## src/rtl/uart_boot_pkg.sv

```systemverilog
// rtl/uart_boot_pkg.sv - state encoding, sync byte and error codes for the UART boot loader
package uart_boot_pkg;

    typedef enum logic [2:0] {
        ST_IDLE,
        ST_SYNC,
        ST_LEN_LO,
        ST_LEN_HI,
        ST_DATA,
        ST_CSUM,
        ST_DONE,
        ST_ERR
    } boot_state_t;

    localparam logic [7:0] SYNC_BYTE   = 8'hA5;

    localparam logic [1:0] ERR_NONE    = 2'd0;
    localparam logic [1:0] ERR_TIMEOUT = 2'd1;
    localparam logic [1:0] ERR_LENGTH  = 2'd2;
    localparam logic [1:0] ERR_CSUM    = 2'd3;

    function automatic logic is_busy(input boot_state_t s);
        return s inside {ST_SYNC, ST_LEN_LO, ST_LEN_HI, ST_DATA, ST_CSUM};
    endfunction

    // SYNC waits forever for the sync byte; only the frame body is watchdogged.
    function automatic logic is_timed(input boot_state_t s);
        return s inside {ST_LEN_LO, ST_LEN_HI, ST_DATA, ST_CSUM};
    endfunction

endpackage

```

## src/rtl/uart_boot_ctrl_if.sv

```systemverilog
// rtl/uart_boot_ctrl_if.sv - UART byte input, boot status and RAM write port bundle
interface uart_boot_ctrl_if #(
    parameter int ADDR_LEN = 14,
    parameter int XLEN     = 32
);
    logic                  boot_req_b;
    logic                  uart_rx_valid;
    logic [7:0]            uart_rx_data;
    logic                  cpu_hold;
    logic                  boot_busy;
    logic [1:0]            boot_err;
    logic                  ram_wr_en;
    logic [ADDR_LEN-1:0]   ram_addr;
    logic [XLEN-1:0]       ram_wr_data;
    logic [XLEN/8-1:0]     ram_we;

    modport master (
        output boot_req_b, uart_rx_valid, uart_rx_data,
        input  cpu_hold, boot_busy, boot_err, ram_wr_en, ram_addr, ram_wr_data, ram_we
    );

    modport slave (
        input  boot_req_b, uart_rx_valid, uart_rx_data,
        output cpu_hold, boot_busy, boot_err, ram_wr_en, ram_addr, ram_wr_data, ram_we
    );
endinterface

```

## src/rtl/uart_boot_ctrl.sv

```systemverilog
// rtl/uart_boot_ctrl.sv - UART boot loader FSM; UART_BOOT_CHECKSUM_EN adds the XOR checksum stage
module uart_boot_ctrl #(
    parameter int ADDR_LEN    = 14,
    parameter int XLEN        = 32,
    parameter int TIMEOUT_CYC = 1000000
) (
    input  logic            clk,
    input  logic            rstb,
    uart_boot_ctrl_if.slave bus
);
    import uart_boot_pkg::*;

    localparam int          BYTES     = XLEN / 8;
    localparam int          BIDX_W    = (BYTES > 1) ? $clog2(BYTES) : 1;
    localparam int          TW        = $clog2(TIMEOUT_CYC + 1);
    localparam logic [31:0] MAX_WORDS = 32'(1) << ADDR_LEN;

`ifdef UART_BOOT_CHECKSUM_EN
    localparam boot_state_t ST_AFTER_DATA = ST_CSUM;
`else
    localparam boot_state_t ST_AFTER_DATA = ST_DONE;
`endif

    boot_state_t         state_q, state_d;
    logic [1:0]          err_q, err_d;
    logic                cpu_hold_q, busy_q, wr_en_q;
    logic [ADDR_LEN-1:0] addr_q;
    logic [XLEN-1:0]     wr_data_q, word_q, word_d;
    logic [BYTES-1:0]    we_q;
    logic [7:0]          len_lo_q;
    logic [15:0]         len_q, len_word, word_cnt_q;
    logic [BIDX_W-1:0]   byte_idx_q;
    logic [TW-1:0]       idle_cnt_q;
`ifdef UART_BOOT_CHECKSUM_EN
    logic [7:0]          csum_q;
`endif

    logic                boot_req_b, rx_valid;
    logic [7:0]          rx_data;
    logic                last_byte, wr_fire, timed, timeout, sync_entry;

    assign boot_req_b = bus.boot_req_b;
    assign rx_valid   = bus.uart_rx_valid;
    assign rx_data    = bus.uart_rx_data;

    assign bus.cpu_hold    = cpu_hold_q;
    assign bus.boot_busy   = busy_q;
    assign bus.boot_err    = err_q;
    assign bus.ram_wr_en   = wr_en_q;
    assign bus.ram_addr    = addr_q;
    assign bus.ram_wr_data = wr_data_q;
    assign bus.ram_we      = we_q;

    always_comb begin
        state_d    = state_q;
        err_d      = err_q;
        wr_fire    = 1'b0;
        len_word   = {rx_data, len_lo_q};
        last_byte  = (byte_idx_q == BIDX_W'(BYTES - 1));
        word_d     = word_q;
        word_d[{byte_idx_q, 3'b000} +: 8] = rx_data;
        timed      = is_timed(state_q);
        timeout    = timed && !rx_valid && (idle_cnt_q == TW'(TIMEOUT_CYC - 1));

        case (state_q)
            ST_IDLE:   state_d = boot_req_b ? ST_DONE : ST_SYNC;
            ST_SYNC:   if (rx_valid && rx_data == SYNC_BYTE) state_d = ST_LEN_LO;
            ST_LEN_LO: if (rx_valid) state_d = ST_LEN_HI;
            ST_LEN_HI: begin
                if (rx_valid) begin
                    if (32'(len_word) > MAX_WORDS) begin
                        state_d = ST_ERR;
                        err_d   = ERR_LENGTH;
                    end else if (len_word == 16'd0) begin
                        state_d = ST_AFTER_DATA;
                    end else begin
                        state_d = ST_DATA;
                    end
                end
            end
            ST_DATA: begin
                if (rx_valid && last_byte) begin
                    wr_fire = 1'b1;
                    if (word_cnt_q + 16'd1 == len_q) state_d = ST_AFTER_DATA;
                end
            end
`ifdef UART_BOOT_CHECKSUM_EN
            ST_CSUM: begin
                if (rx_valid) begin
                    if (rx_data == csum_q) begin
                        state_d = ST_DONE;
                    end else begin
                        state_d = ST_ERR;
                        err_d   = ERR_CSUM;
                    end
                end
            end
`endif
            ST_DONE,
            ST_ERR:    if (!boot_req_b) state_d = ST_SYNC;
            default:   state_d = ST_IDLE;
        endcase

        // Only idle cycles can time out, so a byte in the expiry cycle always wins.
        if (timeout) begin
            state_d = ST_ERR;
            err_d   = ERR_TIMEOUT;
        end

        sync_entry = (state_d == ST_SYNC) && (state_q != ST_SYNC);
        if (sync_entry) err_d = ERR_NONE;
    end

    always_ff @(posedge clk) begin
        if (!rstb) begin
            state_q    <= ST_IDLE;
            err_q      <= ERR_NONE;
            cpu_hold_q <= 1'b1;
            busy_q     <= 1'b0;
            wr_en_q    <= 1'b0;
            we_q       <= '0;
            addr_q     <= '0;
            wr_data_q  <= '0;
            word_q     <= '0;
            len_lo_q   <= '0;
            len_q      <= '0;
            word_cnt_q <= '0;
            byte_idx_q <= '0;
            idle_cnt_q <= '0;
`ifdef UART_BOOT_CHECKSUM_EN
            csum_q     <= '0;
`endif
        end else begin
            state_q    <= state_d;
            err_q      <= err_d;
            cpu_hold_q <= (state_d != ST_DONE);
            busy_q     <= is_busy(state_d);
            wr_en_q    <= wr_fire;
            we_q       <= wr_fire ? '1 : '0;
            idle_cnt_q <= (rx_valid || !timed) ? '0 : idle_cnt_q + 1'b1;

            if (state_q == ST_LEN_LO && rx_valid) len_lo_q <= rx_data;
            if (state_q == ST_LEN_HI && rx_valid) len_q    <= len_word;
            if (wr_fire) wr_data_q <= word_d;

            if (sync_entry) begin
                addr_q     <= '0;
                word_cnt_q <= '0;
                byte_idx_q <= '0;
                word_q     <= '0;
`ifdef UART_BOOT_CHECKSUM_EN
                csum_q     <= '0;
`endif
            end else begin
                // Address advances at the end of the write cycle so it equals the word index during the strobe.
                if (wr_en_q) addr_q <= addr_q + 1'b1;
                if (state_q == ST_DATA && rx_valid) begin
                    word_q     <= word_d;
                    byte_idx_q <= last_byte ? '0 : byte_idx_q + 1'b1;
                    if (last_byte) word_cnt_q <= word_cnt_q + 16'd1;
`ifdef UART_BOOT_CHECKSUM_EN
                    csum_q     <= csum_q ^ rx_data;
`endif
                end
            end
        end
    end

endmodule

```

## src/flat_wrapper.sv

```systemverilog
// flat-port wrapper written by rule: the top's interface ports become plain ports
module uart_boot_ctrl_flat import uart_boot_pkg::*;
#(
    parameter int ADDR_LEN    = 14,
    parameter int XLEN        = 32,
    parameter int TIMEOUT_CYC = 1000000
)
  (clk, rstb, bus_boot_req_b, bus_uart_rx_valid, bus_uart_rx_data, bus_cpu_hold, bus_boot_busy, bus_boot_err, bus_ram_wr_en, bus_ram_addr, bus_ram_wr_data, bus_ram_we);
  uart_boot_ctrl_if #(.ADDR_LEN(ADDR_LEN), .XLEN(XLEN)) bus_i ();
  input  logic clk;
  input  logic rstb;
  input wire logic [$bits(bus_i.boot_req_b)-1:0] bus_boot_req_b;
  input wire logic [$bits(bus_i.uart_rx_valid)-1:0] bus_uart_rx_valid;
  input wire logic [$bits(bus_i.uart_rx_data)-1:0] bus_uart_rx_data;
  output wire logic [$bits(bus_i.cpu_hold)-1:0] bus_cpu_hold;
  output wire logic [$bits(bus_i.boot_busy)-1:0] bus_boot_busy;
  output wire logic [$bits(bus_i.boot_err)-1:0] bus_boot_err;
  output wire logic [$bits(bus_i.ram_wr_en)-1:0] bus_ram_wr_en;
  output wire logic [$bits(bus_i.ram_addr)-1:0] bus_ram_addr;
  output wire logic [$bits(bus_i.ram_wr_data)-1:0] bus_ram_wr_data;
  output wire logic [$bits(bus_i.ram_we)-1:0] bus_ram_we;
  assign bus_i.boot_req_b = bus_boot_req_b;
  assign bus_i.uart_rx_valid = bus_uart_rx_valid;
  assign bus_i.uart_rx_data = bus_uart_rx_data;
  assign bus_cpu_hold = bus_i.cpu_hold;
  assign bus_boot_busy = bus_i.boot_busy;
  assign bus_boot_err = bus_i.boot_err;
  assign bus_ram_wr_en = bus_i.ram_wr_en;
  assign bus_ram_addr = bus_i.ram_addr;
  assign bus_ram_wr_data = bus_i.ram_wr_data;
  assign bus_ram_we = bus_i.ram_we;
  uart_boot_ctrl #(.ADDR_LEN(ADDR_LEN), .XLEN(XLEN), .TIMEOUT_CYC(TIMEOUT_CYC)) u_core (.clk(clk), .rstb(rstb), .bus(bus_i));
endmodule
```

## config.mk

```make
export PLATFORM = sky130hd
export DESIGN_NAME = uart_boot_ctrl_flat
export DESIGN_NICKNAME = d
export VERILOG_FILES = /design/src/rtl/uart_boot_pkg.sv /design/src/rtl/uart_boot_ctrl_if.sv /design/src/rtl/uart_boot_ctrl.sv /design/src/flat_wrapper.sv
export SDC_FILE = /design/constraint.sdc
export NUM_CORES = 1
export LEC_CHECK = 0
export CAP_MARGIN = 25
export CORE_UTILIZATION = 52
export CTS_CLUSTER_DIAMETER = 150
export DETAILED_ROUTE_END_ITERATION = 12
export PLACE_DENSITY = 0.8
export SYNTH_ARGS = -nofsm -noshare
export SYNTH_HDL_FRONTEND = slang
export SYNTH_SLANG_ARGS = --single-unit
```

## constraint.sdc

```tcl
create_clock -name clk -period 2 [get_ports clk]
set_input_delay 0.3 -clock clk [delete_from_list [all_inputs] [get_ports clk]]
set_output_delay 0.3 -clock clk [all_outputs]
set_load 0.005 [all_outputs]
```

==> run summary, run 1 <==
Post-synth ARST share: 0%
Max VDD drop: 0.699 mV
syn nets: 801
Max-cap violations: 0
min Tclk post-route: 2090 ps
CP required: 2340 ps
# diodes: 0
synthesized area: 6890 µm²
Worst EP arrival: 2430 ps
Critical Path Stages: 8
Final Non-Filler Cells: 1,074
die area: 13,700 µm²
hold slack: 231 ps
pin count of the biggest net entering global routing: 51
Worst Path Buf+Inv: 2
Pwr per Cell Area: 740 nW/µm²
Synth Area in Compound Gates: 15.0%
Final nets: 914
Core ar.: 12,800 µm²
DR vias: 6,103
Placer Congestion: 0.821
internal power: 0.00510 W
Seq pwr share: 45.7%
Logic pwr share: 9.1%
post-synthesis adder-cell area fraction: 1.82%
Post-Synth Simple-Gate Area: 24.5%
Sw Ratio: 23.5%
CP Max Fanout: 20
post-DR vias/cell: 5.68
CTS sink cnt: 148
main flop type after synthesis: dfxtp_1
Hold WC Path Type: input port to flip-flop
cell row count: 41
Syn Area/Cell: 8.84 µm²
violated checks: setup timing
reg2reg end: u_core.word_q[4]$_SDFFE_PP0P_
P_sw: 0.00156 W
drt drc: 0
first-pass GRT wire length: 28,900 µm
share of layout cells above drive strength 1: 21.0%
critical path's slowest cell: clkdlybuf4s50_1
mux contribution to synthesized area: 1.91%
crit path launch type: input port
Fin Clk Skew: 8.73 ps
fin crit share: 105%
initial antenna violation count: 0
latest clock arrival within the worst-skew pair: 420 ps
total CTS buffers: 17
WL final: 17,900 µm
Synth top area share: 43.0%
Max Root-Sink Buffers: 2
RSZ-0062 raised after global routing: yes
# port buffers: 66
vias in the first global route: 5,997
clock power share: 45.2%
Max Freq: 478 MHz
final hold viol count: 0
internal reg-to-reg setup slack: -70 ps
Post-synth EDFFs: 0
fill count: 906
Final Max Tran Viols: 0
H-tree depth: 4
initial core utilization: 53.9%
First-pass DRT Iterations: 7
yosys warns: 0
DP HPWL: 12,200 µm
Tightest Pin Transition: 475 ps
kind of end point of the critical path: flip-flop
largest family of logic cells by synthesized area: simple AND/OR/NAND/NOR gates
post-synthesis sequential area ratio: 43.0%
Worst slew margin: 68.2%
Setup CP Type: input port to flip-flop
CP cell instances: clkdlybuf4s50_1, nor4_4, nand4_1, mux2_4, a221oi_4, o21ai_4, buf_12, a211oi_2
top post-synthesis cells by area: dfxtp_1, nor2_1, xnor2_1
Layout area overhead: 30.5%
Synth Area in XOR/XNOR: 8.65%
LEAKAGE: 3.38 nW
Congestion Overflow GR: 0
Placed Cells: 1,043
Post-Synthesis Cells: 779
R2R depth: 7
Cell variety after synth: 59
Yosys reg bits: 148
most common cell in the netlist: dfxtp_1
WL/cell: 16.7 µm
final setup vio count: 56
post-synth top area cell: dfxtp_1
Post-synth top cells: dfxtp_1, nor2_1, nand2_1
Die W: 117 µm
setup ws final: -91.7 ps
Root Buffer Master: clkbuf_16
CTS clk-pin slew, worst paths: 60 ps
crit-path max cell delay: 560 ps
Crit path max-delay family: buffers and inverters
Worst R2R Start: u_core.len_lo_q[0]$_SDFFE_PN0P_
outcome: finished with violations
CTS tree: yes
die height: 117 µm
num ports: 67
Critical path origin: bus_uart_rx_data[0]
Total Routing Usage GR: 27.3%
CP endpoint: u_core.word_q[4]$_SDFFE_PP0P_
post-route ant nets: 0
1st-iter DRT viols: 459
worst min-delay path by stage:
| stage | start | to | slack, ps | cells past startpoint |
|---|---|---|---|---|
| after global placement | u_core.idle_cnt_q[0]$_SDFF_PP0_ | u_core.idle_cnt_q[0]$_SDFF_PP0_ | 420 | 1 |
| after global routing | rstb | u_core.len_q[6]$_SDFFE_PN0P_ | 230 | 2 |
| after CTS | rstb | u_core.len_q[6]$_SDFFE_PN0P_ | 220 | 2 |
| after detailed placement | u_core.idle_cnt_q[0]$_SDFF_PP0_ | u_core.idle_cnt_q[0]$_SDFF_PP0_ | 460 | 1 |
| final | rstb | u_core.len_q[6]$_SDFFE_PN0P_ | 230 | 2 |
| after floorplan | u_core.idle_cnt_q[0]$_SDFF_PP0_ | u_core.idle_cnt_q[0]$_SDFF_PP0_ | 410 | 1 |
power by group through the flow:
stage	Combinational (W)	Clock, W	Sequential (W)
floorplan	0.000379	0	0.00309
global placement	0.000533	0	0.00309
detailed placement	0.000551	0	0.00310
CTS	0.000576	0.00302	0.00304
global route	0.000651	0.00315	0.00304
finish	0.000608	0.00301	0.00304
kinds of logic after synthesis:
logic type | Yosys count
muxes | 13
DFF | 148
buffers and inverters | 71
xor gates and xnor gates | 68
AOI/OAI and AO/OA | 128
adders and majority gates | 10
and+or+nand+nor | 341
sequential cells by signal, indices dropped and copies added, names as in the netlist, 3 cells and up:
name and cells:
u_core.bus.ram_addr 14, u_core.state_q 3, u_core.bus.ram_wr_data 32, u_core.len_lo_q 8, u_core.word_q 32, u_core.word_cnt_q 16, u_core.len_q 16, u_core.idle_cnt_q 20
layer usage:
metal	part of all wire (%)	vias to the layer above	track usage (%)
li1	-	2917	-
met1	43	2946	32.8
met2	50	198	47.6
met3	4.2	42	5.56
met4	2.5	0	11.8
met5	0	-	0
metrics by stage:
step                      power [W]  setup TNS (ps)  setup WS (ps)  cell area (µm²)  util (%)
final                       0.00666           -1960          -91.7             8990      70.4
after global placement      0.00363          -38020           -495             8170      64.0
after floorplan             0.00346               0           14.1             6920         -
after CTS                   0.00664            -642          -38.3             8850      69.3
after detailed placement    0.00365          -41000           -541             8170      64.0
after global routing        0.00684           -5960           -176             8990      70.4
repair_timing:
item                                    4_1_cts  5_1_grt
buffers inserted                              1        1
pin swaps                                     8        9
endpoints found under the setup margin       77       76
hold buffers                                  0        0
cloned                                        0        0
resized for setup                            32       25
placed cells by master (no fill, tap or decap), types with 15 or more instances in the layout:
cell type and instances:
xnor2_1 38, nor2_1 100, xor2_1 29, nand2_1 84, clkbuf_16 17, nor3b_1 15, a21boi_0 16, a21oi_1 23
nor2b_1 28, a211oi_2 17, o211a_1 18, dfxtp_1 139, a22oi_1 15, clkdlybuf4s50_1 64, buf_4 84, nand3_1 19
nand4_1 16
cell type report:
| type | count | area, µm² | share of cell area, % |
|---|---|---|---|
| Inverter | 11 | 41.3 | 0.459 |
| Multi-Input combinational cell | 560 | 3850 | 42.8 |
| Clock buffer | 24 | 502 | 5.58 |
| Timing Repair Buffer | 154 | 1360 | 15.1 |
| Tap cell | 172 | 215 | 2.39 |
| Clock inverter | 5 | 50.0 | 0.557 |
| Sequential cell | 148 | 2970 | 33.1 |
(Power assumes the default switching activity.)
==> inputs of run 2 (changes only) <==
- SLEW_MARGIN: not set -> 0
==> results of run 2 <==
Same layout as run 1: the final DEF is identical, and so are final timing and power.
==> inputs of run 3 (changes only) <==
- CORE_MARGIN: not set -> 2
- CORE_UTILIZATION: 52 -> 54
- CTS_BUF_LIST: not set -> sky130_fd_sc_hd__clkbuf_4
- PLACE_DENSITY: 0.8 -> 0.82
==> run 3 against run 2 <==
First-iteration DRC count rose by 8.9%. Routed wire length shrank 0.12%. Register-to-register slack worse by 90 ps. Largest cell class unchanged. Die area shrank 0.26%. The flow still finishes with violations (setup timing). Combinational power rose by 3.6%. Largest power group unchanged. Sequential power about the same. Non-clock buffer count shrank 2. Worst hold slack worse by 86 ps. Global-route usage down 0.84 points. Clock skew grew 19 ps.
==> run summary, run 3 (synthesis results as in run 1) <==
R2R depth: 7
1st-iter DRT viols: 500
kind of end point of the critical path: flip-flop
CTS tree: yes
Worst EP arrival: 2640 ps
reg2reg end: u_core.word_q[1]$_SDFFE_PP0P_
Placed Cells: 1,036
placed cell area: 8110 µm²
crit path launch type: flip-flop
DR vias: 6,077
First-pass DRT Iterations: 5
commonest non-fill, non-tap cells in the layout: dfxtp_1, nor2_1, nand2_1, buf_4, clkdlybuf4s50_1
share of layout cells above drive strength 1: 23.0%
critical path's slowest cell: mux2_4
Max Root-Sink Buffers: 2
WL/cell: 16.6 µm
hold path depth: 4
violated checks: setup timing
drt drc: 0
WL final: 17,900 µm
CTS clk-pin slew, worst paths: 150 ps
Max-cap violations: 0
Max VDD drop: 0.518 mV
CP cell instances: nor4_4, nand4_1, mux2_4, a221oi_4, o21ai_4, buf_12, a211oi_2
internal reg-to-reg setup slack: -160 ps
total CTS buffers: 17
DP HPWL: 12,100 µm
Total Routing Usage GR: 26.5%
vias in the first global route: 5,985
final hold viol count: 0
first-pass GRT wire length: 28,500 µm
total power: 0.00562 W
Setup CP Type: flip-flop to flip-flop
Hold WC Path Type: input port to flip-flop
Final nets: 912
Pwr per Cell Area: 640 nW/µm²
Final Max Tran Viols: 0
die height: 117 µm
setup ws final: -160 ps
Worst Path Buf+Inv: 1
H-tree depth: 4
Hold Startpoint: rstb
Tightest Pin Transition: 510 ps
Crit path max-delay family: compound AO/OA/AOI/OAI gates
latest clock arrival within the worst-skew pair: 570 ps
Core ar.: 12,500 µm²
hold slack: 145 ps
final instance area: 8780 µm²
outcome: finished with violations
post-route setup TNS: -5970 ps
Congestion Overflow GR: 0
final setup vio count: 68
Final Non-Filler Cells: 1,075
Placer Congestion: 0.891
post-route ant nets: 0
cell row count: 41
min Tclk post-route: 2160 ps
most common cell after layout, fill and taps aside: dfxtp_1
crit-path max cell delay: 370 ps
CP Max Fanout: 22
LEAKAGE: 3.23 nW
end of the worst hold path: u_core.bus.boot_busy$_SDFF_PN0_
Fin Clk Skew: 27.4 ps
post-DR vias/cell: 5.65
Root Buffer Master: clkbuf_4
# diodes: 0
initial antenna violation count: 0
RSZ-0062 raised after global routing: yes
Layout area overhead: 27.5%
Max Freq: 463 MHz
CP required: 2480 ps
die area: 13,700 µm²
Worst R2R Start: u_core.len_lo_q[0]$_SDFFE_PN0P_
num ports: 67
# port buffers: 66
pin count of the biggest net entering global routing: 50
CTS sink cnt: 148
Worst slew margin: 65.5%
initial core utilization: 55.0%
fin crit share: 108%
Die W: 117 µm
-- run 3: cell types whose count changed in the layout (fill, tap and decap cells not counted), moves of 3 or more --
cell	previous run	this run
nor2_1	100	89
clkinvlp_4	0	4
clkinv_2	4	0
inv_6	0	4
clkbuf_16	17	0
clkbuf_8	5	0
nor2_2	14	19
clkbuf_4	0	17
nor2_4	0	6
buf_4	84	80
buf_6	0	4
dfxtp_4	0	3
-- run 3: stage by stage --
step / setup slack (ps) / utilization (%)
3_5_place_dp: -584 / 64.8
5_1_grt: -257 / 70.1
6_report: -160 / 70.1
2_1_floorplan: 14.1 / -
3_3_place_gp: -500 / 64.8
4_1_cts: -128 / 68.9
-- run 3: layout make-up --
| cell class | count | area [µm²] |
|---|---|---|
| clock inverters | 15 | 169 |
| clock buffers | 17 | 128 |
| repair buffers | 152 | 1340 |
| fillers | 912 | 3740 |
| inverters | 11 | 41.3 |
| flip-flops and latches | 148 | 2980 |
| well taps | 172 | 215 |
| multi-input cells | 560 | 3910 |
-- run 3: repair_timing --
| action | CTS | global route |
|---|---|---|
| endpoints found under the setup margin | 82 | 95 |
| hold buffers | 0 | 0 |
| endpoints found under the hold margin | 0 | 0 |
| cloned | 1 | 0 |
| resized for setup | 37 | 51 |
| buffers inserted | 8 | 0 |
| pin swaps | 9 | 13 |
-- run 3: worst max-delay path by stage --
| stage | start | cells after the start | endpoint |
|---|---|---|---|
| 6_report | u_core.len_lo_q[0]$_SDFFE_PN0P_ | 7 | u_core.word_q[1]$_SDFFE_PP0P_ |
| 4_1_cts | u_core.len_lo_q[0]$_SDFFE_PN0P_ | 7 | u_core.bus.boot_err[1]$_SDFFE_PP0P_ |
| 3_5_place_dp | bus_uart_rx_data[7] | 8 | u_core.bus.boot_err[1]$_SDFFE_PP0P_ |
| 2_1_floorplan | bus_uart_rx_data[3] | 9 | u_core.word_q[30]$_SDFFE_PP0P_ |
| 5_1_grt | u_core.len_lo_q[0]$_SDFFE_PN0P_ | 7 | u_core.word_q[1]$_SDFFE_PP0P_ |
| 3_3_place_gp | bus_uart_rx_data[7] | 8 | u_core.bus.boot_err[1]$_SDFFE_PP0P_ |
-- run 3: metal layers --
metal  part of all wire, %  global-route usage [%]
met2                    50                    46.1
met4                   2.7                    10.1
met3                   6.5                    5.92
met5                     0                       0
met1                    41                    32.1
-- run 3: worst register-to-register path, stage by stage (launching register included) --
cell      delay (ps)
dfxtp_2          360
nor4_4           260
nand4_1          210
mux2_4           370
a221oi_4         350
o21ai_4          140
buf_12           190
a211oi_2         170
-- run 3: power breakdown --
group          internal (W)  leakage, nW  switching, W
Clock              0.000770        0.147       0.00119
Sequential          0.00299         1.20     0.0000378
Combinational      0.000249         1.88      0.000381
